### src/rtl/tv80_mcycle_seq.sv
// TV80 M-cycle/T-state sequencer: one-hot MCycle/tstate, IR latch, prefix/ISet, HALT.
// Define TV80_SEQ_WAIT_EN to honour wait_n in T2; otherwise wait_n is ignored.
module tv80_mcycle_seq #(
  parameter int Mode = 0
) (
  input  logic       clk,
  input  logic       reset_n,
  input  logic       cen,
  input  logic       wait_n,
  input  logic [7:0] dinst,
  input  logic       int_req,
  input  logic [2:0] MCycles,
  input  logic [2:0] TStates,
  input  logic [1:0] Prefix,
  input  logic       Halt,
  output logic [6:0] MCycle,
  output logic [6:0] tstate,
  output logic [7:0] IR,
  output logic [1:0] ISet,
  output logic       xy_sel,
  output logic       xy_state,
  output logic       halted,
  output logic       m1_n,
  output logic       inst_done
);

  if (Mode != 0) begin : g_mode_chk
    $error("tv80_mcycle_seq supports only Mode 0 (Z80)");
  end

  logic [2:0] t_idx;
  logic [2:0] m_idx;
  logic [2:0] eff_t;
  logic [2:0] eff_m;
  logic       wait_hold;
  logic       t_end;
  logic       m_last;

`ifdef TV80_SEQ_WAIT_EN
  assign wait_hold = tstate[2] & ~wait_n;
`else
  logic unused_wait_n;
  assign unused_wait_n = wait_n;
  assign wait_hold     = 1'b0;
`endif

  always_comb begin
    t_idx = 3'd0;
    m_idx = 3'd0;
    for (int i = 0; i < 7; i++) begin
      if (tstate[i]) t_idx = 3'(i);
      if (MCycle[i]) m_idx = 3'(i + 1);
    end
  end

  always_comb begin
    if (TStates < 3'd3)
      eff_t = 3'd3;
    else if (TStates == 3'd7)
      eff_t = 3'd6;
    else
      eff_t = TStates;
  end

  assign eff_m = (MCycles == 3'd0) ? 3'd1 : MCycles;

  // ">=" rather than "==" so a decoder that shrinks its answer
  // mid-cycle still terminates instead of running off the vector.
  assign t_end     = ~tstate[0] & (t_idx >= eff_t);
  assign m_last    = m_idx >= eff_m;
  assign inst_done = t_end & m_last;
  assign m1_n      = ~(MCycle[0] & (tstate[1] | tstate[2]));

  always_ff @(posedge clk or negedge reset_n) begin
    if (!reset_n) begin
      MCycle   <= 7'b0000001;
      tstate   <= 7'b0000001;
      IR       <= 8'h00;
      ISet     <= 2'b00;
      xy_sel   <= 1'b0;
      xy_state <= 1'b0;
      halted   <= 1'b0;
    end else if (cen) begin
      if (tstate[0]) begin
        tstate <= 7'b0000010;
      end else if (!wait_hold) begin
        if (t_end) begin
          tstate <= 7'b0000010;
          if (m_last) begin
            MCycle <= 7'b0000001;
            unique case (Prefix)
              2'b01: ISet <= 2'b01;
              2'b10: ISet <= 2'b10;
              2'b11: begin
                ISet     <= 2'b00;
                xy_state <= 1'b1;
                xy_sel   <= IR[5];
              end
              default: begin
                ISet     <= 2'b00;
                xy_state <= 1'b0;
              end
            endcase
            if (int_req)
              halted <= 1'b0;
            else if (Halt)
              halted <= 1'b1;
          end else begin
            MCycle <= MCycle << 1;
          end
        end else begin
          tstate <= tstate << 1;
        end
      end
      if (MCycle[0] && tstate[2] && !wait_hold)
        IR <= halted ? 8'h00 : dinst;
    end
  end

endmodule
### config.mk
export PLATFORM = sky130hd
export DESIGN_NAME = tv80_mcycle_seq
export DESIGN_NICKNAME = d
export VERILOG_FILES = /design/src/rtl/tv80_mcycle_seq.sv
export SDC_FILE = /design/constraint.sdc
export NUM_CORES = 1
export LEC_CHECK = 0
export ABC_AREA = 1
export CAP_MARGIN = 10
export CORE_ASPECT_RATIO = 1.2
export CORE_MARGIN = 2
export CORE_UTILIZATION = 45
export CTS_CLUSTER_DIAMETER = 120
export DETAILED_ROUTE_END_ITERATION = 8
export DONT_BUFFER_PORTS = 1
export GPL_TIMING_DRIVEN = 0
export SLEW_MARGIN = 10
export SYNTH_ARGS = -nofsm -noshare
export SYNTH_HDL_FRONTEND = slang
export SYNTH_SLANG_ARGS = --single-unit
### constraint.sdc
create_clock -name clk -period 2.4 [get_ports clk]
set_input_delay 0.48 -clock clk [delete_from_list [all_inputs] [get_ports clk]]
set_output_delay 0.48 -clock clk [all_outputs]
set_load 0.05 [all_outputs]
==> metrics.md <==
| Metric | Value |
|---|---|
| Violated checks | `negative setup slack` |
| Die area | `3671 µm²` |
| Starting Density | `0.4713` |
| Synth top area share | `0.4344` |
| Final setup violation count | `1` |
| Register area share after synthesis | `0.4709` |
| Worst Setup Start Kind | `flip-flop` |
| Clk pin slew, worst setup/hold paths | `0.14 ns` |
| Total GRT Usage | `0.1811` |
| Grt ovf | `0` |
| Via density | `5.486` |
| Worst-margin pin slew | `0.9360 ns` |
| Setup Slack @ Placement | `-0.1017 ns` |
| Outcome | `finished with violations` |
| Layout cells sized above 1 | `0.2326` |
| Die Y-Extent | `65.97 µm` |
| Crit path kind | `reg2out` |
| Routed Antenna Nets | `0` |
| Syn Nets | `195` |
| Minimum clock period | `2.699 ns` |
| Vias in the first global route | `1,234` |
| YS warnings | `0` |
| Detailed Routing Iterations Pass 1 | `4` |
| Ranking of synthesized cells by area | `dfrtp_1 (43%), nand2_1 (9.1%), ha_1 (7.8%), o21ai_0 (6.3%), inv_1 (5.7%)` |
| CTS Root Cell | `clkbuf_4` |
| Routability cong. | `0.7890` |
| Die Wd | `55.64 µm` |
| Initial antenna violation count | `0` |
| I/O Pins | `51` |
| Num CTS Buffers | `3` |
| Final #Nets | `204` |
| CTS tree | `yes` |
| Setup_tns | `-0.2986 ns` |
| Type of the most critical hold path | `in2reg` |
| Final period utilization | `1.124` |
| Crit end category | `primary output` |
| Area Growth Syn to Fin | `11.29%` |
| Synth area leader | `dfrtp_1` |
| # rows | `22` |
| Fillers | `304` |
| Initial drt markers | `34` |
| Max H-tree Level | `1` |
| Worst skew pair latency | `0.32 ns` |
| Reported max-cap violation count | `0` |
| First-pass GRT wire length | `5326 µm` |
| RSZ-0062 raised after global routing | `yes` |
| Post-DP HPWL | `2256 µm` |
| Min setup slack post-route | `-0.2986 ns` |
| Post-route design area | `1603 µm²` |
| Routed length per placed instance | `13.92 µm` |
| Distinct cells, synth | `26` |
| Clk buf depth | `2` |
| Syn Area/Cell | `8.781 µm²` |
| Final Hold Viols | `0` |
| Mapped Cells | `164` |
| Placed cell area | `1493 µm²` |
| Drt drc | `0` |
| Count of pins over their slew limit | `0` |
| Highest clock rate | `0.3706 GHz` |
| Register bit total from synthesis | `27` |
| Setup Skew | `0.006839 ns` |
| Worst Path Max Fanout | `4` |
| Core ar. | `3055 µm²` |
| WL final | `2896 µm` |
| Input/output buffers | `0` |
| Rel. slew slack | `0.3718` |
| Ant diodes | `0` |
| Via Count | `1,141` |
| WP data required | `1.92 ns` |
| Critical path arrival | `2.22 ns` |
| Mapped cell area | `1440 µm²` |
| Largest net degree at the start of global routing | `28` |
| Clock Sinks | `27` |
## Yosys cell counts
library cell  number
o21ai_0           18
o21ai_2            4
nand4_1            1
o21a_1             1
o32ai_1            1
dfstp_2            2
nand2_1           35
nand3b_1           1
dfrtp_1           25
clkbuf_1           1
nand3_1           15
buf_4              1
a21oi_1            5
nand2_4            1
nor2_8             2
nor2_4             1
inv_2              2
ha_1               9
nand2_2            2
inv_1             22
clkinv_1           1
nand3_4            1
o22ai_1            4
o21bai_1           1
nor2_1             7
and3_1             1
## repair_timing
item | in CTS | in global routing
cloned | 0 | 0
hold buffers | 2 | 0
hold endpoints to repair | 27 | 0
resized for setup | 14 | 7
pin swaps | 7 | 4
setup buffers | 1 | 1
setup endpoints to repair | 1 | 7
## logic make-up after synthesis
family / after synthesis / share of synthesized area
simple gates: 67 / 0.2398
compound gates: 34 / 0.1381
buf+inv: 27 / 0.07298
flops: 27 / 0.4709
fa+ha+maj: 9 / 0.07819
## worst max-delay path, stage by stage, from the launching register on
cell and delay, ns:
dfstp_4 0.75, a21oi_2 0.07, o21ai_1 0.13, a21oi_1 0.09
ha_2 0.35, and3_4 0.20, nor2_8 0.04, nor2_4 0.27
## per-layer routing
| layer | wire length, µm | share of wire | global-route usage |
|---|---|---|---|
| met3 | 177 | 0.061 | 0.03718 |
| met1 | 1136 | 0.39 | 0.2110 |
| met2 | 1548 | 0.53 | 0.3214 |
| met5 | 0 | 0 | 0 |
| met4 | 34 | 0.012 | 0.07927 |
## layout by cell type, fill, tap and decap left out, drive strengths merged
cell type	instances
a21oi	5
and3	1
buf	4
clkbuf	4
clkinv	2
dfrtp	25
dfstp	2
dlygate4sd3	1
ha	9
inv	24
nand2	38
nand3	16
nand3b	1
nand4	1
nor2	10
o21a	1
o21ai	22
o21bai	1
o22ai	4
o32ai	1
## metrics by stage
step | util | hold slack [ns] | cells
floorplan | - | 0.1844 | 164
global placement | 0.4885 | 0.1849 | 200
detailed placement | 0.4885 | 0.1851 | 200
CTS | 0.5184 | 0.2605 | 207
global route | 0.5246 | 0.2692 | 208
finish | 0.5246 | 0.2772 | 208
## layout make-up
cell class | count | area (µm²) | share of cell area
tap | 36 | 45.04 | 0.02810
multi-input combinational | 110 | 685.7 | 0.4278
sequential | 27 | 694.4 | 0.4333
buffer | 2 | 11.26 | 0.007026
clock inverter | 1 | 5.005 | 0.003123
inverter | 25 | 93.84 | 0.05855
timing repair buffer | 4 | 45.04 | 0.02810
clock buffer | 3 | 22.52 | 0.01405
## sequential cells by signal (all words and copies together) (netlist names)
name and flops:
xy_state 1, IR 8, MCycle 7, tstate 7, halted 1, xy_sel 1
ISet 2
## worst paths after layout
| kind | slack [ns] | endpoint | cells after the start | from |
|---|---|---|---|---|
| hold reg to reg | 0.73 | MCycle[5] | 2 | MCycle[5] |
| setup / recovery | -0.30 | inst_done | 7 | MCycle[0] |
| setup reg to reg | 0.15 | xy_state | 11 | MCycle[0] |
| max in group asynchronous | 1.59 | MCycle[0] | 2 | reset_n |
| min in group asynchronous | 0.58 | IR[1] | 2 | reset_n |
| hold / removal | 0.28 | IR[7] | 2 | dinst[7] |
Power is left out: the tool's default activity adds up to more than one toggle a clock period on the data nets, which glitch-free logic cannot reach.
